===== config.mk =====
export PLATFORM = sky130hd
export DESIGN_NAME = aes_inv_sub_addkey_flat
export DESIGN_NICKNAME = d
export VERILOG_FILES = /design/src/rtl/aes_inv_sub_addkey_if.sv /design/src/rtl/aes_inv_sub_addkey.sv /design/src/flat_wrapper.sv
export SDC_FILE = /design/constraint.sdc
export NUM_CORES = 1
export LEC_CHECK = 0
export ABC_AREA = 0
export CORE_MARGIN = 8
export CORE_UTILIZATION = 50
export CTS_CLUSTER_SIZE = 24
export DETAILED_ROUTE_END_ITERATION = 16
export DONT_BUFFER_PORTS = 1
export PLACE_DENSITY_LB_ADDON = 0.12
export SETUP_SLACK_MARGIN = 0.3
export SLEW_MARGIN = 20
export SYNTH_ARGS = -nofsm -noshare
export SYNTH_HDL_FRONTEND = slang
export SYNTH_SLANG_ARGS = --single-unit
export TNS_END_PERCENT = 1

===== constraint.sdc =====
create_clock -name clk -period 21.4 [get_ports clk]
set_input_delay 1.07 -clock clk [delete_from_list [all_inputs] [get_ports clk]]
set_output_delay 1.07 -clock clk [all_outputs]
set_load 0.02 [all_outputs]

===== src/rtl/aes_inv_sub_addkey_if.sv =====
// aes_inv_sub_addkey_if: valid/ready handshake bundle for the inverse sub/addkey stage
interface aes_inv_sub_addkey_if;
  logic         in_valid;
  logic         in_ready;
  logic [127:0] state_in;
  logic [127:0] round_key;
  logic         out_valid;
  logic         out_ready;
  logic [127:0] state_out;
  logic         busy;
  modport master (output in_valid, state_in, round_key, out_ready,
                  input  in_ready, out_valid, state_out, busy);
  modport slave  (input  in_valid, state_in, round_key, out_ready,
                  output in_ready, out_valid, state_out, busy);
endinterface


===== src/rtl/aes_inv_sub_addkey.sv =====
// aes_inv_sub_addkey: InvShiftRows -> byte-serial InvSubBytes -> AddRoundKey
module aes_inv_sub_addkey #(
  parameter int BYTES_PER_CYCLE = 1
) (
  input logic clk,
  input logic rst_n,
  aes_inv_sub_addkey_if.slave io
);
  localparam int NG = 16 / BYTES_PER_CYCLE;
  localparam int CW = NG > 1 ? $clog2(NG) : 1;
  typedef enum logic [1:0] {IDLE, SUB, OUT} state_t;
  state_t state_q, state_d;
  logic [CW-1:0] cnt;
  logic [0:15][7:0] work, key, subbed;
  function automatic logic [7:0] gf_mul(logic [7:0] a, logic [7:0] b);
    logic [7:0] p, x;
    p = '0;
    x = a;
    for (int i = 0; i < 8; i++) begin
      p = b[i] ? p ^ x : p;
      x = {x[6:0], 1'b0} ^ (x[7] ? 8'h1b : 8'h00);
    end
    return p;
  endfunction
  // x^254 is the multiplicative inverse in GF(2^8) and maps 0 to 0
  function automatic logic [7:0] gf_inv(logic [7:0] x);
    logic [7:0] sq, r;
    sq = gf_mul(x, x);
    r  = sq;
    for (int i = 0; i < 6; i++) begin
      sq = gf_mul(sq, sq);
      r  = gf_mul(r, sq);
    end
    return r;
  endfunction
  function automatic logic [7:0] inv_sbox(logic [7:0] x);
    return gf_inv({x[6:0], x[7]} ^ {x[4:0], x[7:5]} ^ {x[1:0], x[7:2]} ^ 8'h05);
  endfunction
  // row r rotates right by r: out[r][c] = in[r][(c-r) mod 4]
  function automatic logic [0:15][7:0] inv_shift_rows(logic [0:15][7:0] s);
    logic [0:15][7:0] r;
    for (int b = 0; b < 16; b++)
      r[b] = s[b % 4 + 4 * (((b / 4) - (b % 4) + 4) % 4)];
    return r;
  endfunction
  assign io.in_ready  = state_q == IDLE;
  assign io.busy      = state_q != IDLE;
  assign io.out_valid = state_q == OUT;
  assign io.state_out = work;
  // current lane group substituted and keyed, other bytes untouched
  always_comb begin
    subbed = work;
    for (int k = 0; k < BYTES_PER_CYCLE; k++)
      subbed[4'(int'(cnt) * BYTES_PER_CYCLE + k)] =
        inv_sbox(work[4'(int'(cnt) * BYTES_PER_CYCLE + k)]) ^ key[4'(int'(cnt) * BYTES_PER_CYCLE + k)];
  end
  // next state: accept in IDLE, leave SUB after last group, leave OUT on out_ready
  always_comb begin
    state_d = state_q;
    state_d = state_q == IDLE ? (io.in_valid ? SUB : IDLE) :
              state_q == SUB  ? (cnt == CW'(NG - 1) ? OUT : SUB) :
              (io.out_ready ? IDLE : OUT);
  end
  // state, counter and datapath registers
  always_ff @(posedge clk or negedge rst_n) begin
    if (!rst_n) begin
      state_q <= IDLE;
      cnt     <= '0;
      work    <= '0;
      key     <= '0;
    end else begin
      state_q <= state_d;
      if (state_q == IDLE && io.in_valid) begin
        work <= inv_shift_rows(io.state_in);
        key  <= io.round_key;
        cnt  <= '0;
      end else if (state_q == SUB) begin
        work <= subbed;
        cnt  <= state_d == OUT ? '0 : cnt + 1'b1;
      end
    end
  end
endmodule

===== src/flat_wrapper.sv =====
// flat-port wrapper written by rule: the top's interface ports become plain ports
module aes_inv_sub_addkey_flat 
#(
  parameter int BYTES_PER_CYCLE = 1
)
  (clk, rst_n, io_in_valid, io_state_in, io_round_key, io_out_ready, io_in_ready, io_out_valid, io_state_out, io_busy);
  aes_inv_sub_addkey_if io_i ();
  input logic clk;
  input logic rst_n;
  input wire logic [$bits(io_i.in_valid)-1:0] io_in_valid;
  input wire logic [$bits(io_i.state_in)-1:0] io_state_in;
  input wire logic [$bits(io_i.round_key)-1:0] io_round_key;
  input wire logic [$bits(io_i.out_ready)-1:0] io_out_ready;
  output wire logic [$bits(io_i.in_ready)-1:0] io_in_ready;
  output wire logic [$bits(io_i.out_valid)-1:0] io_out_valid;
  output wire logic [$bits(io_i.state_out)-1:0] io_state_out;
  output wire logic [$bits(io_i.busy)-1:0] io_busy;
  assign io_i.in_valid = io_in_valid;
  assign io_i.state_in = io_state_in;
  assign io_i.round_key = io_round_key;
  assign io_i.out_ready = io_out_ready;
  assign io_in_ready = io_i.in_ready;
  assign io_out_valid = io_i.out_valid;
  assign io_state_out = io_i.state_out;
  assign io_busy = io_i.busy;
  aes_inv_sub_addkey #(.BYTES_PER_CYCLE(BYTES_PER_CYCLE)) u_core (.clk(clk), .rst_n(rst_n), .io(io_i));
endmodule

**Word level (Yosys, flattened, before mapping)**

Index checks and enable logic that the tools add are counted.

- Reductions and logical operators: 5
- Equality and inequality tests: 4
- Multiplexer cells: 207
- Bitwise gates (word level): 180
- Order comparisons: 2
- Add/subtract/negate cells: 1

Operator list:

| kind | count |
|---|---|
| 8-bit bitwise XOR | 178 |
| 8-bit 2-to-1 mux | 109 |
| 5-bit 2-to-1 mux | 84 |
| 128-bit 2-to-1 mux | 2 |
| 128-bit bitwise mux | 1 |
| 8-bit binary-select mux with 4-bit select | 2 |
| 8-bit demux with 4-bit select | 1 |
| 4-bit 2-to-1 mux | 3 |
| 2-bit 2-to-1 mux | 4 |
| 4-bit by 5-bit >= comparator with 1-bit output, second input constant | 1 |
| 4-bit by 1-bit adder with 4-bit output, second input constant | 1 |
| 2-bit == test, second input constant | 2 |
| 4-bit == test, second input constant | 1 |
| 4-bit by 1-bit < comparator with 1-bit output, second input constant | 1 |
| 4-bit inverter | 1 |
| 2-bit nonzero test | 2 |
| 2-bit by 1-bit == test with 1-bit output, second input constant | 1 |
| 1-bit logical AND | 2 |
| 2-bit logical NOT | 1 |
| 2-bit inverter | 1 |
| 1-bit 2-to-1 mux | 1 |

- Flip-flop bits (word level): 262
- Word-level logic and storage cells: 433
- Bits of input ports: 260
- Output and inout bits: 131

**Depth between registers and ports, before layout**

- Depth after elaboration: 137
- Depth in mapped cells: 78
- Gate-level depth less buffers: 64

**Least setup slack after synthesis**

Ideal clock, no wire load.

- Path kind: reg2reg
- Start point: register u_core.cnt[0]
- End point: register u_core.work, in the netlist u_core.io.state_out[100]
- Cell stages (with the launch flop): 72
- Arrival time: 16.992 ns
- Slack: 4.270 ns
- Library setup time: 0.138 ns
- Clock period less this slack: 17.130 ns
- Cell sequence: dfrtp_1 buf_6 buf_8 buf_8 mux4_2 nand3_1 nand4_1 nor3_1 nor2_1 ha_1 buf_1 inv_1 nor2_1 o21ai_1 a32oi_1 xnor2_2 inv_2 buf_1 (+36 left out) xnor2_2 mux2i_1 a21oi_1 or3_1 a311oi_1 nor4_1 a2111oi_2 xnor2_1 or2b_1 xnor2_2 xnor2_2 xnor2_2 xnor2_1 xnor2_1 o21ai_1 xnor3_1 xor2_1 o21ai_1

- Word-level cells in the longest chain between the ends: 135
- Elaborated cells between the ends (all ways): 382
- Classes of those cells: order compare: 2; mux: 199; bitwise: 180; reduce/logical: 1

RTL lines:

| what | RTL line | source |
|---|---|---|
| from (decl) | aes_inv_sub_addkey.sv:13 | `logic [CW-1:0] cnt;` |
| from (signal assigned) | aes_inv_sub_addkey.sv:79 | `cnt <= state_d == OUT ? '0 : cnt + 1'b1;` |
| 4-bit inverter (not written as such) (*) | aes_inv_sub_addkey.sv:54, aes_inv_sub_addkey.sv:55 |  |
| 8-bit binary-select mux with 4-bit select | aes_inv_sub_addkey.sv:55 | `inv_sbox(work[4'(int'(cnt) * BYTES_PER_CYCLE + k)]) ^ key[4'(int'(cnt) * BYTES_PER_CYCLE + k)];` |
| 8-bit 2-to-1 mux (not written as such) (2 in series) | aes_inv_sub_addkey.sv:55 |  |
| 8-bit bitwise XOR (2 in series) | aes_inv_sub_addkey.sv:37 | `return gf_inv({x[6:0], x[7]} ^ {x[4:0], x[7:5]} ^ {x[1:0], x[7:2]} ^ 8'h05);` |
| 2-bit inverter (no source line) | - |  |
| 8-bit 2-to-1 mux | aes_inv_sub_addkey.sv:20 | `p = b[i] ? p ^ x : p;` |
| 8-bit bitwise XOR | aes_inv_sub_addkey.sv:20 |  |
| 8-bit 2-to-1 mux | aes_inv_sub_addkey.sv:20 |  |
| (+117 left out) | - |  |
| 8-bit bitwise XOR | aes_inv_sub_addkey.sv:20 |  |
| 8-bit 2-to-1 mux | aes_inv_sub_addkey.sv:20 |  |
| 8-bit bitwise XOR | aes_inv_sub_addkey.sv:20 |  |
| 8-bit 2-to-1 mux | aes_inv_sub_addkey.sv:20 |  |
| 8-bit bitwise XOR | aes_inv_sub_addkey.sv:55 |  |
| 128-bit bitwise mux (*) | aes_inv_sub_addkey.sv:54 | `subbed[4'(int'(cnt) * BYTES_PER_CYCLE + k)] =` |
| 128-bit 2-to-1 mux (*) | aes_inv_sub_addkey.sv:77 | `end else if (state_q == SUB) begin` |
| 128-bit 2-to-1 mux (*) | aes_inv_sub_addkey.sv:73 | `if (state_q == IDLE && io.in_valid) begin` |
| to (signal assigned) | aes_inv_sub_addkey.sv:74 | `work <= inv_shift_rows(io.state_in);` |
| to (signal assigned) | aes_inv_sub_addkey.sv:78 | `work <= subbed;` |
| to (decl) | aes_inv_sub_addkey.sv:14 | `logic [0:15][7:0] work, key, subbed;` |

Mark *: on every way between the ends. The rest lies on a longest branch, timed or not. The select of a mux whose other input is x is not followed.
A chain may end at the register's enable or synchronous reset.

**Worst setup path after layout**

- Start point: register u_core.cnt[0]
- End point: register u_core.work, in the netlist u_core.io.state_out[98]

- Word-level cells in the longest chain between the ends: 134
- Elaborated cells between the ends (all ways): 381
- Classes of those cells: order compare: 2; mux: 198; bitwise: 180; reduce/logical: 1

RTL lines:

| what | RTL line |
|---|---|
| 4-bit inverter (not written as such) (*) | aes_inv_sub_addkey.sv:54, aes_inv_sub_addkey.sv:55 |
| 8-bit binary-select mux with 4-bit select | aes_inv_sub_addkey.sv:55 |
| 8-bit 2-to-1 mux (not written as such) (2 in series) | aes_inv_sub_addkey.sv:55 |
| 8-bit bitwise XOR (2 in series) | aes_inv_sub_addkey.sv:37 |
| 5-bit 2-to-1 mux or 2-bit inverter (tied branches) | - |
| 8-bit bitwise XOR or 8-bit 2-to-1 mux (tied branches) | aes_inv_sub_addkey.sv:21, aes_inv_sub_addkey.sv:20 |
| 8-bit bitwise XOR | aes_inv_sub_addkey.sv:20 |
| 8-bit 2-to-1 mux | aes_inv_sub_addkey.sv:20 |
| (+116 left out) | - |
| 8-bit bitwise XOR | aes_inv_sub_addkey.sv:20 |
| 8-bit 2-to-1 mux | aes_inv_sub_addkey.sv:20 |
| 8-bit bitwise XOR | aes_inv_sub_addkey.sv:20 |
| 8-bit 2-to-1 mux | aes_inv_sub_addkey.sv:20 |
| 8-bit bitwise XOR | aes_inv_sub_addkey.sv:55 |
| 128-bit bitwise mux (*) | aes_inv_sub_addkey.sv:54 |
| 128-bit 2-to-1 mux (*) | aes_inv_sub_addkey.sv:77 |
| 128-bit 2-to-1 mux (*) | aes_inv_sub_addkey.sv:73 |

Marks and branches as above.

==> metrics.csv <==
stage,metric,value,unit
global_route,grt_pass1_wl,147000,µm
clock_network,htree_levels,1,
timing,clock.fmax,50.7,MHz
finish,syn_to_final_growth,6.75,%
logic_synthesis,synthCells,2988,
logic_synthesis,synth_common_cells,"xnor2_1, nor2_1, dfrtp_1, mux2_2, nand2_1",
logic_synthesis,synthArstFlopShare,1.00,
floorplanning,die-area,63700,µm²
finish,stdcell_area,29800,µm²
timing,slew_headroom,0.223,
critical_path,worstSetupPathType,reg2reg,
clock_network,clk_latency,0.57,ns
logic_synthesis,synth_edf_count,0,
critical_path,rrSetupSlack,1.67,ns
global_route,grt.overflow.total,0,
timing,slew_violations,0,
critical_path,rr_worst_depth,63,
drt,wl_per_cell,26.6,µm
logic_synthesis,yosysSeqAreaShare,0.235,
logic_synthesis,synth.area.top_cells,"dfrtp_1, xnor2_1, mux2_2",
drt,via_per_inst,6.43,
logic_synthesis,syn_nets,3259,
critical_path,slowest_stage,dfrtp_4,
drt,firstDrtPassIters,8,
clock_network,cts_buffer_depth,3,
critical_path,endpoint_kind,register,
finish,drive_gt1_frac,0.187,
critical_path,worstReg2RegStart,u_core.cnt[0],
clock_network,clock_sinks,262,
logic_synthesis,yosys_most_used_dff,dfrtp_1,
critical_path,cp_common_cell,xnor2_1,
floorplanning,die_h,252,µm
clock_network,clockRootBuffer,clkbuf_16,
logic_synthesis,synth-seq-cells,262,
job,drv_cap,0,
floorplanning,coreArea,55200,µm²
logic_synthesis,yosysMostFrequentCell,xnor2_1,
timing,rsz0062_at_grt,no,
place,port_buffers,0,
hold_path,hp-class,in2async,
place,placed_area,28800,µm²
critical_path,cpPeakStageDelay,0.72,ns
timing,finClkSkew,0.0266,ns
floorplanning,dieWidth,252,µm
clock_network,cts_made_buffers,27,
outcome,outcome,finished clean,
timing,fin_setup_tns,0,ns
timing,setup_violations,0,
global_route,grt_pass1_vias,22900,
logic_synthesis,synth_top_area_cell,dfrtp_1,
logic_synthesis,synth_warnings,0,
floorplanning,io_pins,391,
critical_path,cp_data_required_time,21.82,ns
drt,antenna_left,0,
global_route,grt_max_degree,263,
clock_network,cts_tree,yes,
drt,first_iter_violations,2390,
clock_network,cts_hold_repair.buffers,0,
place,dp_hpwl,73600,µm
timing,finalCritPeriodShare,0.922,
logic_synthesis,syn_area,27900,µm²
drt,routed_wl,98600,µm
global_route,grt.total_usage,0.295,
timing,worstMarginPinSlew,1.17,ns
clock_network,clk_transition_reported_paths,0.07,ns
logic_synthesis,synth_top_area_share,0.235,
floorplanning,row_count,86,
critical_path,r2r_end,u_core.io.state_out[98],
timing,hold_viol,0,
timing,whs,0.219,ns
timing,finalCriticalPeriod,19.73,ns
logic_synthesis,ys_types,110,
global_route,antenna_found_initial,28,
floorplanning,start_util,0.506,
critical_path,crit_path_max_fanout,36,
logic_synthesis,syn_avg_cell_area,9.35,µm²
critical_path,crit_arrival,20.15,ns
drt,post-route-drc-count,0,
place,place.gp.congestion,1.02,
finish,layout.nets,3189,
drt,dr_total_vias,23800,
critical_path,critical_path.startpoint_type,register,
[final cells by class]
type | instances | area [µm²]
Sequential cell | 262 | 6560
Timing Repair Buffer | 97 | 757
Fill cell | 5058 | 25400
Multi-Input combinational cell | 2499 | 20500
Clock buffer | 40 | 795
Tap cell | 748 | 936
Inverter | 31 | 121
Antenna cell | 20 | 50.0
Clock inverter | 10 | 118
[what timing repair did]
item,CTS,global route
setup endpoints to repair,0,64
buffers inserted,0,1
resized for setup,0,5
[worst max-delay path, delay by kind of cell, from the launching register on]
kind / cells / cell delay [ns]
compound gates: 17 / 3.82
xor+xnor: 24 / 7.74
fa+ha+maj: 4 / 1.79
buf+inv: 6 / 1.80
flops: 1 / 0.72
mux: 5 / 2.21
simple gates: 7 / 1.48
[through the flow]
step                      setup slack (ns)  instances  utilization
final                                 1.67       3707        0.540
after global routing                 0.351       3703        0.540
after CTS                            0.889       3686        0.538
after detailed placement             0.941       3636        0.522
after global placement                1.21       3636        0.522
after floorplan                       4.27       2988            -
[cell usage in the layout, fill, tap and decap left out, types with 21 or more instances in the layout]
cell type  synthesis  routed
xnor2_1          405     392
nor2_1           335     335
dfrtp_1          262     259
mux2_2           204     204
nand2_1          192     192
a21oi_1          135     133
xor2_1            99      96
buf_4             15      94
mux2i_1           92      91
o21ai_1           91      91
a22oi_1           86      86
nand3_1           75      75
o21ai_0           75      75
nor3_1            72      72
mux4_2            65      65
xnor3_1           59      59
xnor2_2           33      44
o22ai_1           33      33
o211ai_1          28      28
clkbuf_16          0      27
a31oi_1           24      24
a211oi_1          24      24
nand2b_1          21      21
[logic make-up (layout without fill, tap and decap cells)]
| family | after synthesis | count (layout) | synth area share |
|---|---|---|---|
| compound gates | 655 | 655 | 0.155 |
| simple gates | 819 | 819 | 0.132 |
| flops | 262 | 262 | 0.235 |
| xor+xnor | 639 | 639 | 0.260 |
| other cells | 0 | 20 | 0 |
| mux | 375 | 375 | 0.176 |
| buf+inv | 227 | 178 | 0.0377 |
| fa+ha+maj | 11 | 11 | 0.00493 |
[per-layer routing]
metal  vias up  routed length, µm  GRT usage
met4        16               3650     0.0970
li1      10600                  -          -
met5         -                 95          0
met1     11800              39400      0.385
met3       200               9550     0.0718
met2      1184              45900      0.479
[state kept, by name, summed over array words and instances (netlist names)]
register / cells
u_core.io.state_out: 128
u_core.key: 128
u_core.cnt: 4
u_core.state_q: 2
[worst max path at each step]
stage	startpoint	endpoint	slack (ns)	cells past startpoint
6_report	u_core.cnt[0]	u_core.io.state_out[98]	1.67	63
5_1_grt	u_core.cnt[0]	u_core.io.state_out[84]	0.35	62
4_1_cts	u_core.cnt[0]	u_core.io.state_out[98]	0.89	63
3_5_place_dp	u_core.cnt[0]	u_core.io.state_out[98]	0.94	63
3_3_place_gp	u_core.cnt[0]	u_core.io.state_out[74]	1.21	63
2_1_floorplan	u_core.cnt[0]	u_core.io.state_out[100]	4.27	71
Power is left out: the tool's default activity adds up to more than one toggle a clock period on the data nets, which glitch-free logic cannot reach.
